<file path="src/rtl/noc_types.sv">
// +----------------------------------------------------------------------------+
// | noc_types : shared NoC flit type, requester defaults and FSM encoding      |
// | Revision  : 1.0                                                            |
// +----------------------------------------------------------------------------+
`default_nettype none

package noc_types;

  localparam int FLIT_W = 32;

  typedef logic [FLIT_W-1:0] flit_t;

  localparam int ACK_TIMEOUT_DEF    = 64;
  localparam int BACKOFF_CYCLES_DEF = 8;
  localparam int MAX_RETRIES_DEF    = 4;

  typedef enum logic [2:0] {
    ST_IDLE    = 3'd0,
    ST_REQ     = 3'd1,
    ST_BACKOFF = 3'd2,
    ST_STREAM  = 3'd3,
    ST_DROP    = 3'd4
  } req_state_t;

endpackage

`default_nettype wire

</file>
<file path="src/rtl/node_port.sv">
// +----------------------------------------------------------------------------+
// | node_port : point-to-point link; upstream drives flit/enable, gets ack/rej |
// | Revision  : 1.0                                                            |
// +----------------------------------------------------------------------------+
`default_nettype none

interface node_port;
  noc_types::flit_t flit;
  logic             enable;
  logic             ack;
  logic             rej;

  modport up   (output flit, output enable, input  ack, input  rej);
  modport down (input  flit, input  enable, output ack, output rej);
endinterface

`default_nettype wire

</file>
<file path="src/rtl/path_requester.sv">
// +----------------------------------------------------------------------------+
// | path_requester : requests a downstream path with the packet header, retries|
// |                  with backoff on rejection, then streams the payload        |
// | Revision       : 1.0                                                        |
// +----------------------------------------------------------------------------+
`default_nettype none

module path_requester
  import noc_types::*;
#(
  parameter int ACK_TIMEOUT    = ACK_TIMEOUT_DEF,
  parameter int BACKOFF_CYCLES = BACKOFF_CYCLES_DEF,
  parameter int MAX_RETRIES    = MAX_RETRIES_DEF
) (
  input  logic   clk,
  input  logic   rst_n,
  input  flit_t  src_flit,
  input  logic   src_valid,
  input  logic   src_last,
  output logic   src_ready,
  node_port.up   up,
  output logic   busy,
  output logic   err
);

  localparam int TMO_W = $clog2(ACK_TIMEOUT + 1);
  localparam int BO_W  = $clog2(BACKOFF_CYCLES + 1);
  localparam int RTY_W = $clog2(MAX_RETRIES + 1);

  localparam logic [TMO_W-1:0] TMO_LAST = TMO_W'(ACK_TIMEOUT - 1);
  localparam logic [TMO_W-1:0] TMO_MAX  = TMO_W'(ACK_TIMEOUT);
  localparam logic [BO_W-1:0]  BO_LAST  = BO_W'(BACKOFF_CYCLES - 1);
  localparam logic [BO_W-1:0]  BO_MAX   = BO_W'(BACKOFF_CYCLES);
  localparam logic [RTY_W-1:0] RTY_MAX  = RTY_W'(MAX_RETRIES);

  req_state_t       state_q, state_d;
  flit_t            hdr_q, hdr_d;
  logic             hdr_last_q, hdr_last_d;
  logic [TMO_W-1:0] tmo_q, tmo_d;
  logic [BO_W-1:0]  bo_q, bo_d;
  logic [RTY_W-1:0] retry_q, retry_d;
  logic             err_q, err_d;
  // Held low through reset so src_ready only rises on the first clock edge.
  logic             rdy_en_q;

  logic             ready_w;
  logic             enable_w;
  flit_t            flit_w;

  always_comb begin
    state_d    = state_q;
    hdr_d      = hdr_q;
    hdr_last_d = hdr_last_q;
    tmo_d      = tmo_q;
    bo_d       = bo_q;
    retry_d    = retry_q;
    err_d      = 1'b0;
    ready_w    = 1'b0;
    enable_w   = 1'b0;
    flit_w     = '0;

    case (state_q)
      ST_IDLE: begin
        ready_w = rdy_en_q;
        if (src_valid && rdy_en_q) begin
          hdr_d      = src_flit;
          hdr_last_d = src_last;
          retry_d    = '0;
          tmo_d      = '0;
          state_d    = ST_REQ;
        end
      end

      ST_REQ: begin
        enable_w = 1'b1;
        flit_w   = hdr_q;
        if (tmo_q != TMO_MAX) begin
          tmo_d = tmo_q + TMO_W'(1);
        end
        if (up.ack && !up.rej) begin
          if (hdr_last_q) begin
            state_d = ST_IDLE;
          end else begin
            state_d = ST_STREAM;
          end
        end else if (up.rej || (tmo_q == TMO_LAST)) begin
          if (retry_q < RTY_MAX) begin
            retry_d = retry_q + RTY_W'(1);
            bo_d    = '0;
            state_d = ST_BACKOFF;
          end else begin
            err_d = 1'b1;
            if (hdr_last_q) begin
              state_d = ST_IDLE;
            end else begin
              state_d = ST_DROP;
            end
          end
        end
      end

      ST_BACKOFF: begin
        if (bo_q != BO_MAX) begin
          bo_d = bo_q + BO_W'(1);
        end
        if (bo_q == BO_LAST) begin
          tmo_d   = '0;
          state_d = ST_REQ;
        end
      end

      ST_STREAM: begin
        flit_w = src_flit;
        // A mid-stream reject tears the path down before this cycle's flit.
        if (up.rej) begin
          err_d   = 1'b1;
          state_d = ST_DROP;
        end else begin
          ready_w  = 1'b1;
          enable_w = src_valid;
          if (src_valid && src_last) begin
            state_d = ST_IDLE;
          end
        end
      end

      ST_DROP: begin
        ready_w = 1'b1;
        if (src_valid && src_last) begin
          state_d = ST_IDLE;
        end
      end

      default: begin
        state_d = ST_IDLE;
      end
    endcase
  end

  always_ff @(posedge clk or negedge rst_n) begin
    if (!rst_n) begin
      state_q    <= ST_IDLE;
      hdr_q      <= '0;
      hdr_last_q <= 1'b0;
      tmo_q      <= '0;
      bo_q       <= '0;
      retry_q    <= '0;
      err_q      <= 1'b0;
      rdy_en_q   <= 1'b0;
    end else begin
      state_q    <= state_d;
      hdr_q      <= hdr_d;
      hdr_last_q <= hdr_last_d;
      tmo_q      <= tmo_d;
      bo_q       <= bo_d;
      retry_q    <= retry_d;
      err_q      <= err_d;
      rdy_en_q   <= 1'b1;
    end
  end

  assign src_ready = ready_w;
  assign up.enable = enable_w;
  assign up.flit   = flit_w;
  assign busy      = (state_q != ST_IDLE);
  assign err       = err_q;

endmodule

`default_nettype wire

</file>
<file path="src/flat_wrapper.sv">
// flat-port wrapper written by rule: the top's interface ports become plain ports
module path_requester_flat import noc_types::*;
#(
  parameter int ACK_TIMEOUT    = ACK_TIMEOUT_DEF,
  parameter int BACKOFF_CYCLES = BACKOFF_CYCLES_DEF,
  parameter int MAX_RETRIES    = MAX_RETRIES_DEF
)
  (clk, rst_n, src_flit, src_valid, src_last, src_ready, busy, err, up_flit, up_enable, up_ack, up_rej);
  node_port up_i ();
  input  logic clk;
  input  logic rst_n;
  input  flit_t src_flit;
  input  logic src_valid;
  input  logic src_last;
  output logic src_ready;
  output logic busy;
  output logic err;
  output wire logic [$bits(up_i.flit)-1:0] up_flit;
  output wire logic [$bits(up_i.enable)-1:0] up_enable;
  input wire logic [$bits(up_i.ack)-1:0] up_ack;
  input wire logic [$bits(up_i.rej)-1:0] up_rej;
  assign up_flit = up_i.flit;
  assign up_enable = up_i.enable;
  assign up_i.ack = up_ack;
  assign up_i.rej = up_rej;
  path_requester #(.ACK_TIMEOUT(ACK_TIMEOUT), .BACKOFF_CYCLES(BACKOFF_CYCLES), .MAX_RETRIES(MAX_RETRIES)) u_core (.clk(clk), .rst_n(rst_n), .src_flit(src_flit), .src_valid(src_valid), .src_last(src_last), .src_ready(src_ready), .up(up_i), .busy(busy), .err(err));
endmodule
</file>
<file path="config.mk">
export PLATFORM = sky130hd
export DESIGN_NAME = path_requester_flat
export DESIGN_NICKNAME = d
export VERILOG_FILES = /design/src/rtl/noc_types.sv /design/src/rtl/node_port.sv /design/src/rtl/path_requester.sv /design/src/flat_wrapper.sv
export SDC_FILE = /design/constraint.sdc
export NUM_CORES = 1
export LEC_CHECK = 0
export CAP_MARGIN = 20
export CORE_MARGIN = 3
export CORE_UTILIZATION = 40
export CTS_CLUSTER_DIAMETER = 50
export DETAILED_ROUTE_END_ITERATION = 10
export DONT_BUFFER_PORTS = 1
export PLACE_DENSITY = 0.54
export SLEW_MARGIN = 5
export SYNTH_ARGS = -nofsm -noshare
export SYNTH_HDL_FRONTEND = slang
export SYNTH_SLANG_ARGS = --single-unit
export TNS_END_PERCENT = 5
</file>
<file path="constraint.sdc">
create_clock -name clk -period 1.9 [get_ports clk]
set_clock_uncertainty 0.05 [all_clocks]
set_input_delay 0.095 -clock clk [delete_from_list [all_inputs] [get_ports clk]]
set_output_delay 0.095 -clock clk [all_outputs]
set_load 0.02 [all_outputs]
</file>
==> results.yml, run 1 <==
routing:
  drt_iter0_drc: 111
  wl_met1_um: 3180
  avgViaCountPerCell: 5.67
  postRouteAntennaNets: 0
  drt_wl_total_um: 7020
  wl_per_cell_um: 17.7
  dr.max_layer_used: "met4"
  drtPass1Iterations: 4
  dr_wl_met2_um: 3430
  via_count: 2244
  drc: 0
  wl_met3_um: 358
worst_setup_path:
  worstPathArrival_ns: 1.71
  cp_common_cell: "buf_4"
  cp.required_ns: 1.75
  worst_setup_path_start_kind: "register"
  cp_slowest_stage_delay_ns: 0.45
  crit_path_cell_trace: "buf_4, nor3b_4, buf_4, buf_12, a22o_2"
  end_kind: "output port"
  slowest_stage: "dfrtp_2"
  worst-path-max-fanout: 22
  crit_type: "register to output port"
pwr:
  ir_worst_vdd_uv: 789
  power_density_nw_per_um2: 1700
  p_leak_nw: 1.56
final_layout:
  area_growth_pct: 27.2
  utilization_pct: 53.2
  diodes: 0
  nNetsFinal: 342
  drive_above_1_share_pct: 26.0
  fin_cells: 396
  design_area_um2: 3650
sta:
  drv_slew: 0
  rsz0062_at_grt: "yes"
  setup_viol: 0
  hold_viol_final: 0
  period_needed_ns: 1.85
  fin_crit_sh_pct: 97.4
  fmax_mhz: 540
  tns_ns: 0
  hold_ws_ns: 0.0447
clock_network:
  cts_buffers: 5
  cts_tree: "done"
  clkTransAtPathRegs_ns: 0.10
  clockBufferDepth: 2
  clk_latency_ns: 0.31
  htree_levels: 2
  clkSinkCount: 52
  root_buffer: "clkbuf_8"
logic_synthesis:
  syn_nets: 298
  yosys_warnings: 0
  syn_inst: 255
  synthTopCellsByArea: "dfrtp_1 45%, mux2_1 11%, a22o_1 9.8%"
  async_reset_ff_share_pct: 100
  synth.top_cell.area_share_pct: 45.3
  ys_seq_area_share_pct: 45.3
  avgSynthCellArea_um2: 11.3
  synth_area_leader_cell: "dfrtp_1"
  yosysUniqueCellTypes: 54
  synth-seq-cells: 52
  synth_ff_type: "dfrtp_1"
  synth_edf_count: 0
  netlist_area_um2: 2870
hold_path:
  min_path_type: "primary input to register"
grt:
  grt_overflow_total: 0
  grt_pass1_vias: 2311
  grtUsageTotal_pct: 17.6
  grt_pass1_wl_um: 11900
  grt_max_degree: 53
  antenna_found_initial: 0
place:
  portBuffers: 0
  postPlaceCellArea_um2: 3070
  gp_congestion: 0.777
  dp_hpwl_um: 4540
  place_inst: 352
die:
  die_area_um2: 8230
  coreArea_um2: 6870
  start_util_pct: 41.8
  ios: 74
  die_y_um: 90.7
  core.rowCount: 30
  die_w_um: 90.7
outcome:
  outcome: "complete, no violations"
flow_run:
  cap_violations: 0
[critical path: cells and delay by family (launching register included)]
kind                   cells  cell delay, ns
AO/OA/AOI/OAI              1            0.32
buffers and inverters      3            0.48
flip-flops                 1            0.45
AND/OR/NAND/NOR            1            0.15
[layout by cell type (no fill, tap or decap), types with 3 or more instances in the layout]
cell type      count
a21boi_1           3
a21oi_1            4
a22o_2            25
a22o_4             7
a31oi_1            6
buf_12             3
buf_4             16
clkbuf_8           5
dfrtp_1           51
dlygate4sd3_1     35
ha_1               4
inv_1              8
mux2_1            29
mux2_2             5
nand2_1           14
nand2b_1           4
nand3_1            5
nor2_1            11
o21ai_0            7
o31ai_1            4
or4_1              3
[cell usage after synthesis, types with 2 or more instances]
cell and instances:
and3_1 2, clkbuf_1 5, nor2_1 11, mux2_1 29, buf_2 6, nor2b_1 2
a21oi_1 4, o311ai_1 2, nand2b_1 4, buf_6 4, nand2_1 14, mux2_2 5
a211o_1 2, or4_1 3, o31ai_1 4, ha_1 5, nand3_1 5, a31oi_1 6
and3b_1 4, a21o_1 2, dfrtp_1 52, a22o_1 32, nor3_1 2, buf_1 2
mux2i_1 2, a21boi_1 3, nand4_1 2, o21ai_0 7, inv_1 8, nor4_1 2
[path summary, 6_finish.rpt]
kind / from / to / slack, ns / cells past startpoint
max: u_core.state_q[0] / up_flit[12] / 0.05 / 5
min: up_rej / u_core.state_q[2] / 0.04 / 3
max reg2reg: u_core.bo_q[1] / u_core.tmo_q[3] / 0.09 / 5
min reg2reg: u_core.retry_q[0] / u_core.retry_q[0] / 0.43 / 1
max in group asynchronous: rst_n / u_core.state_q[0] / 1.29 / 2
min in group asynchronous: rst_n / u_core.hdr_q[1] / 0.25 / 2
[power breakdown]
group	internal [W]	switching (W)	leakage (nW)
clock network	0.000271	0.000393	0.0462
logic	0.00160	0.00197	0.877
registers	0.00161	0.000367	0.639
[layout make-up]
cell class | instances | area [um2]
Fill cell | 589 | 3220
Multi-Input combinational cell | 177 | 1550
Sequential cell | 52 | 1300
Timing Repair Buffer | 55 | 558
Tap cell | 96 | 120
Clock buffer | 6 | 72.6
Inverter | 8 | 30.0
Clock inverter | 2 | 17.5
[kinds of logic (layout without fill, tap and decap cells)]
| family | count (synthesis) | after routing | share of synthesized area (%) |
|---|---|---|---|
| fa+ha+maj | 5 | 5 | 2.18 |
| buf+inv | 26 | 71 | 4.84 |
| flops | 52 | 52 | 45.3 |
| mux | 36 | 36 | 14.0 |
| simple gates | 59 | 59 | 12.2 |
| compound gates | 76 | 76 | 21.3 |
| other cells | 1 | 1 | 0.131 |
[timing repair]
action                                 CTS  global route
endpoints found under the hold margin   86             0
buffers inserted                         1             0
resized for setup                       21            17
pin swaps                                0             3
setup endpoints to repair               20            30
hold buffers                            36             0
[through the flow]
step / worst slack [ns] / total power [W]
after global routing: -0.00401 / 0.00664
after detailed placement: 0.0623 / 0.00519
final: 0.0497 / 0.00620
after CTS: -0.0135 / 0.00613
after global placement: 0.0775 / 0.00515
after floorplan: 0.126 / 0.00443
[layer usage]
| layer | global-route usage [%] | vias to the layer above |
|---|---|---|
| li1 | - | 1051 |
| met2 | 29.5 | 50 |
| met5 | 0 | - |
| met4 | 4.08 | 0 |
| met1 | 23.0 | 1139 |
| met3 | 4.25 | 4 |
[flip-flops by register name (all words and copies together), names as in the netlist]
name               flops
u_core.hdr_last_q      1
u_core.state_q         3
u_core.retry_q         3
u_core.err             1
u_core.bo_q            4
u_core.rdy_en_q        1
u_core.hdr_q          32
u_core.tmo_q           7
(Power assumes the default switching activity.)
==> inputs of run 2 (changes only) <==
--- a/config.mk
+++ b/config.mk
@@ -5,12 +5,14 @@
 export SDC_FILE = /design/constraint.sdc
 export NUM_CORES = 1
 export LEC_CHECK = 0
+export ABC_AREA = 1
 export CAP_MARGIN = 20
 export CORE_MARGIN = 3
 export CORE_UTILIZATION = 40
 export CTS_CLUSTER_DIAMETER = 50
 export DETAILED_ROUTE_END_ITERATION = 10
 export DONT_BUFFER_PORTS = 1
+export MAX_ROUTING_LAYER = met4
 export PLACE_DENSITY = 0.54
 export SLEW_MARGIN = 5
 export SYNTH_ARGS = -nofsm -noshare
==> run 2 against run 1 <==
Cell area increased by 2.7%; core utilization increased by 0.83 points; worst hold slack improved by 0.0066 ns; via count increased by 20%; global-route usage about the same; maximum frequency increased by 3.8%; critical path type unchanged; largest cell class unchanged; largest power group unchanged.
==> results.yml, run 2 <==
logic_synthesis:
  synth_common_cells: "125 x nand2_1, 57 x o21ai_1, 52 x dfrtp_1"
  avgSynthCellArea_um2: 7.38
  synth-seq-cells: 52
  syn_nets: 440
  syn_inst: 397
  synth.top_cell.area_share_pct: 44.4
  synth_edf_count: 0
  synthTopCellsByArea: "dfrtp_1 44%, nand2_1 16%, o21ai_1 9.7%"
  synth_area_leader_cell: "dfrtp_1"
  yosysUniqueCellTypes: 32
  yosysMostFrequentCell: "nand2_1"
  synth_ff_type: "dfrtp_1"
  async_reset_ff_share_pct: 100
  netlist_area_um2: 2930
  yosys_warnings: 0
  ys_seq_area_share_pct: 44.4
routing:
  drc: 0
  postRouteAntennaNets: 0
  wl_met3_um: 430
  drt_iter0_drc: 105
  drt_wl_total_um: 6940
  wl_met1_um: 3400
  via_count: 2696
  drtPass1Iterations: 4
  dr_wl_met2_um: 3040
  avgViaCountPerCell: 4.81
  wl_per_cell_um: 12.4
  dr.max_layer_used: "met4"
sta:
  fin_crit_sh_pct: 93.8
  hold_viol_final: 0
  rsz0062_at_grt: "no"
  period_needed_ns: 1.78
  setup_viol: 0
  drv_slew: 0
  tns_ns: 0
  relSlewSlack_pct: 65.4
  setup_slack_ns: 0.117
  fmax_mhz: 561
  worst_pin_slew_ns: 0.520
die:
  ios: 74
  core.rowCount: 30
  coreArea_um2: 6940
  die_y_um: 91.6
  start_util_pct: 42.2
  die_area_um2: 8390
  die_w_um: 91.6
hold_path:
  holdPathStages: 3
  hp-start: "up_ack"
  min_path_type: "primary input to register"
  hold_end: "u_core.state_q[0]"
grt:
  grt_max_degree: 67
  grtUsageTotal_pct: 17.6
  antenna_found_initial: 0
  grt_overflow_total: 0
  grt_pass1_wl_um: 12000
  grt_pass1_vias: 2624
worst_setup_path:
  worst-path-max-fanout: 15
  worst_setup_path_start_kind: "register"
  r2r_slack_ns: 0.31
  reg2reg_to: "u_core.bo_q[3]"
  cp.required_ns: 1.75
  worstPathArrival_ns: 1.64
  rr_worst_depth: 8
  r2r_start: "u_core.state_q[2]"
  end_kind: "output port"
  crit_type: "register to output port"
final_layout:
  multiInputGateArea_um2: 1340
  top_regs: "u_core.hdr_q: 32 flops, u_core.tmo_q: 7 flops, u_core.bo_q: 4 flops"
  drive_above_1_share_pct: 15.7
  final-seq-area_um2: 1300
  largest_reg_flops: 32
  final_common_cell: "nand2_1"
  nNetsFinal: 506
  diodes: 0
  fin_cells: 560
  nFillCells: 690
  area_growth_pct: 27.9
  layout_common_cells: "125 x nand2_1, 57 x o21ai_1, 50 x inv_1, 50 x dfrtp_1, 37 x buf_4"
  top_register: "u_core.hdr_q"
pwr:
  power_density_nw_per_um2: 1380
  clockPowerShare_pct: 12.9
  internal_power_w: 0.00286
  switching_share_pct: 44.9
  p_comb_share_pct: 54.3
  power_w: 0.00519
  p_leak_nw: 1.81
  ir_worst_vdd_uv: 790
  pwr-share-seq_pct: 32.8
  switchingPower_w: 0.00233
clock_network:
  clk_latency_ns: 0.30
  cts_buffers: 5
  htree_levels: 2
  cts_setup_buffers: 0
  clkSinkCount: 52
  clockBufferDepth: 2
  clkTransAtPathRegs_ns: 0.10
  root_buffer: "clkbuf_8"
  cts_tree: "done"
place:
  portBuffers: 0
  gp_congestion: 0.866
  dp_hpwl_um: 4790
  dp_slack_ns: 0.258
  place_inst: 516
outcome:
  outcome: "complete, no violations"
flow_run:
  cap_violations: 0
## run 2: changes by cell type in the layout (fill, tap and decap cells not counted), moves of 7 or more
cell     change
nand2_1    +111
o21ai_1     +57
mux2_1      -29
nor2_1      +12
a22o_4       -7
nand3_1     +10
inv_1       +42
buf_4       +21
a22o_2      -25
## run 2: how the worst max path moves through the flow
stage	cells past startpoint	slack, ns	from	endpoint
after CTS	5	0.04	u_core.state_q[1]	up_flit[2]
after floorplan	5	0.36	u_core.state_q[1]	up_flit[0]
after global routing	7	0.0006	u_core.state_q[2]	up_flit[9]
after global placement	5	0.33	u_core.state_q[1]	up_flit[2]
after detailed placement	5	0.26	u_core.state_q[1]	up_flit[2]
final	5	0.12	u_core.state_q[1]	up_flit[2]
## run 2: stage by stage
stage / cell area (um2) / util (%) / hold slack (ns)
after floorplan: 2930 / - / -0.251
final: 3750 / 54.0 / 0.0513
after global placement: 3260 / 47.0 / -0.249
after global routing: 3750 / 54.0 / 0.0669
after CTS: 3740 / 53.9 / 0.0446
after detailed placement: 3260 / 47.0 / -0.249
## run 2: power by group through the flow
| stage | logic (W) | clock network (W) | registers [W] |
|---|---|---|---|
| 3_5_place_dp | 0.00274 | 0 | 0.00172 |
| 4_1_cts | 0.00285 | 0.000688 | 0.00170 |
| 6_report | 0.00282 | 0.000669 | 0.00170 |
| 5_1_grt | 0.00316 | 0.000736 | 0.00175 |
| 3_3_place_gp | 0.00271 | 0 | 0.00171 |
| 2_1_floorplan | 0.00194 | 0 | 0.00167 |
## run 2: logic make-up after synthesis
group	Yosys count	synth area share, %
compound gates	78	14.2
flops	52	44.4
buf+inv	70	10.1
other cells	1	0.128
xor+xnor	2	0.598
simple gates	189	28.5
fa+ha+maj	5	2.13
## run 2: area by class of cell
class | count | share of cell area [%]
multi-input combinational | 275 | 35.8
sequential | 52 | 34.8
timing repair buffer | 74 | 18.0
inverter | 55 | 5.57
tap | 96 | 3.20
clock buffer | 6 | 2.20
clock inverter | 2 | 0.401
## run 2: what timing repair did
action	4_1_cts	5_1_grt
hold endpoints to repair	87	0
hold buffers	36	0
endpoints found under the setup margin	32	18
pin swaps	0	0
gates resized for setup	1	3
## run 2: layer usage
layer / GRT usage [%] / up-vias
met1: 23.8 / 1228
met3: 3.61 / 9
met5: - / -
met2: 27.0 / 71
li1: - / 1388
met4: 5.15 / 0
## run 2: worst max-delay path: stages (launching register included)
cell and delay [ns]:
dfrtp_2 0.47, inv_4 0.12, nand3_4 0.16, buf_4 0.24
o21ai_0 0.17, buf_4 0.17
==> inputs of run 3 (changes only) <==
--- a/config.mk
+++ b/config.mk
@@ -7,6 +7,7 @@
 export LEC_CHECK = 0
 export ABC_AREA = 1
 export CAP_MARGIN = 20
+export CORE_ASPECT_RATIO = 0.8
 export CORE_MARGIN = 3
 export CORE_UTILIZATION = 40
 export CTS_CLUSTER_DIAMETER = 50
==> run 3 against run 2 <==
First-iteration DRC count down 13%; sequential share of layout area down 0.12 points; routed wire length up 2.5%; via count shrank 1.6%; largest cell class unchanged; clock power is 16% higher; critical path type unchanged; sequential cell count is the same; final cell count decreased by 1.6%; highest routed layer unchanged; global-route usage up 1.2 points.
==> results.yml, run 3 (synthesis gave the netlist of run 2 again) <==
outcome:
  outcome: "complete, no violations"
flow_run:
  cap_violations: 0
place:
  postPlaceCellArea_um2: 3260
  dp_hpwl_um: 4850
  portBuffers: 0
  gp_congestion: 0.825
  dp_slack_ns: 0.256
worst_setup_path:
  crit_path_cell_trace: "inv_2, nand2_2, nor2_4, buf_12, nand2_1, o21ai_1, buf_4"
  slowest_stage: "dfrtp_2"
  cp.required_ns: 1.75
  crit_type: "register to output port"
  worst-path-max-fanout: 35
  worst_setup_path_start_kind: "register"
  worstPathArrival_ns: 1.62
  startpoint: "u_core.state_q[2]"
  end_kind: "output port"
  cp_slowest_stage_delay_ns: 0.45
  r2r_start: "u_core.state_q[2]"
die:
  ios: 74
  die_w_um: 102
  start_util_pct: 41.9
  die_area_um2: 8400
  die_y_um: 82.6
  coreArea_um2: 6990
  core.rowCount: 27
clock_network:
  clockBufferDepth: 2
  cts_tree: "done"
  clkTransAtPathRegs_ns: 0.10
  clk_latency_ns: 0.30
  cts_buffers: 5
  clkSinkCount: 52
  htree_levels: 2
  root_buffer: "clkbuf_8"
final_layout:
  nNetsFinal: 506
  final_common_cell: "nand2_1"
  diodes: 0
  layout_common_cells: "125 x nand2_1, 57 x o21ai_1, 50 x inv_1, 49 x dfrtp_1, 36 x buf_4"
  top_register: "u_core.hdr_q"
  top_regs: "u_core.hdr_q: 32 flops, u_core.tmo_q: 7 flops, u_core.bo_q: 4 flops"
  drive_above_1_share_pct: 15.7
  area_growth_pct: 28.4
  nFillCells: 652
  design_area_um2: 3760
  largest_reg_flops: 32
routing:
  avgViaCountPerCell: 4.82
  drc: 0
  drt_wl_total_um: 7120
  postRouteAntennaNets: 0
  wl_per_cell_um: 12.9
  drtPass1Iterations: 4
  drt_iter0_drc: 91
  via_count: 2654
grt:
  antenna_found_initial: 0
  grtUsageTotal_pct: 18.8
  grt_pass1_vias: 2642
  grt_max_degree: 53
  grt_pass1_wl_um: 12400
  grt_overflow_total: 0
sta:
  tns_ns: 0
  hold_viol_final: 0
  period_needed_ns: 1.77
  setup_slack_ns: 0.133
  rsz0062_at_grt: "no"
  relSlewSlack_pct: 64.7
  worst_pin_slew_ns: 0.531
  drv_slew: 0
  setup_viol: 0
  fmax_mhz: 566
  fin_crit_sh_pct: 93.0
hold_path:
  min_path_type: "primary input to register"
  hp-start: "up_rej"
pwr:
  ir_worst_vdd_uv: 637
  power_w: 0.00534
  power_density_nw_per_um2: 1420
  p_leak_nw: 1.82
[run 3: layout make-up]
cell class | count | area, um2 | share of cell area (%)
Sequential cell | 52 | 1310 | 34.7
Timing Repair Buffer | 74 | 688 | 18.3
Multi-Input combinational cell | 275 | 1340 | 35.7
Clock buffer | 6 | 72.6 | 1.93
Inverter | 55 | 209 | 5.55
Clock inverter | 2 | 38.8 | 1.03
Tap cell | 87 | 109 | 2.89
[run 3: through the flow]
step                      hold slack, ns  instances  utilization, %
after CTS                         0.0267        551            53.6
after floorplan                   -0.251        397               -
after global routing              0.0522        551            53.8
after global placement            -0.249        507            46.6
final                             0.0458        551            53.8
after detailed placement          -0.249        507            46.6
[run 3: where the power goes]
| group | total (W) | internal, W | switching [W] | leakage, nW |
|---|---|---|---|---|
| Clock | 0.000778 | 0.000399 | 0.000379 | 0.0558 |
| Sequential | 0.00170 | 0.00152 | 0.000181 | 0.658 |
| Combinational | 0.00286 | 0.00106 | 0.00180 | 1.11 |
| Total | 0.00534 | 0.00298 | 0.00236 | 1.82 |
[run 3: routing by layer]
metal | up-vias | wire (um) | GRT usage [%]
met1 | 1212 | 3660 | 25.7
met3 | 2 | 295 | 3.19
met4 | 0 | 30 | 3.45
met5 | - | 0 | -
met2 | 53 | 3130 | 30.0
li1 | 1387 | - | -
[run 3: repair_timing]
action | in CTS | in global routing
endpoints found under the hold margin | 86 | 0
resized for setup | 0 | 5
endpoints found under the setup margin | 0 | 23
buffers inserted | 0 | 0
hold buffers | 36 | 0
[run 3: worst paths after layout]
check | end | slack, ns | cells past startpoint
setup / recovery | up_flit[27] | 0.13 | 7
hold / removal | u_core.err | 0.05 | 2
setup reg to reg | u_core.bo_q[0] | 0.27 | 8
hold reg to reg | u_core.retry_q[1] | 0.44 | 2
max in group asynchronous | u_core.state_q[1] | 1.30 | 2
min in group asynchronous | u_core.hdr_q[2] | 0.27 | 2
[run 3: worst max-delay path, delay by kind of cell (launching register included)]
family / cells / cell delay [ns]
simple gates: 3 / 0.29
buf+inv: 3 / 0.46
flops: 1 / 0.45
compound gates: 1 / 0.10
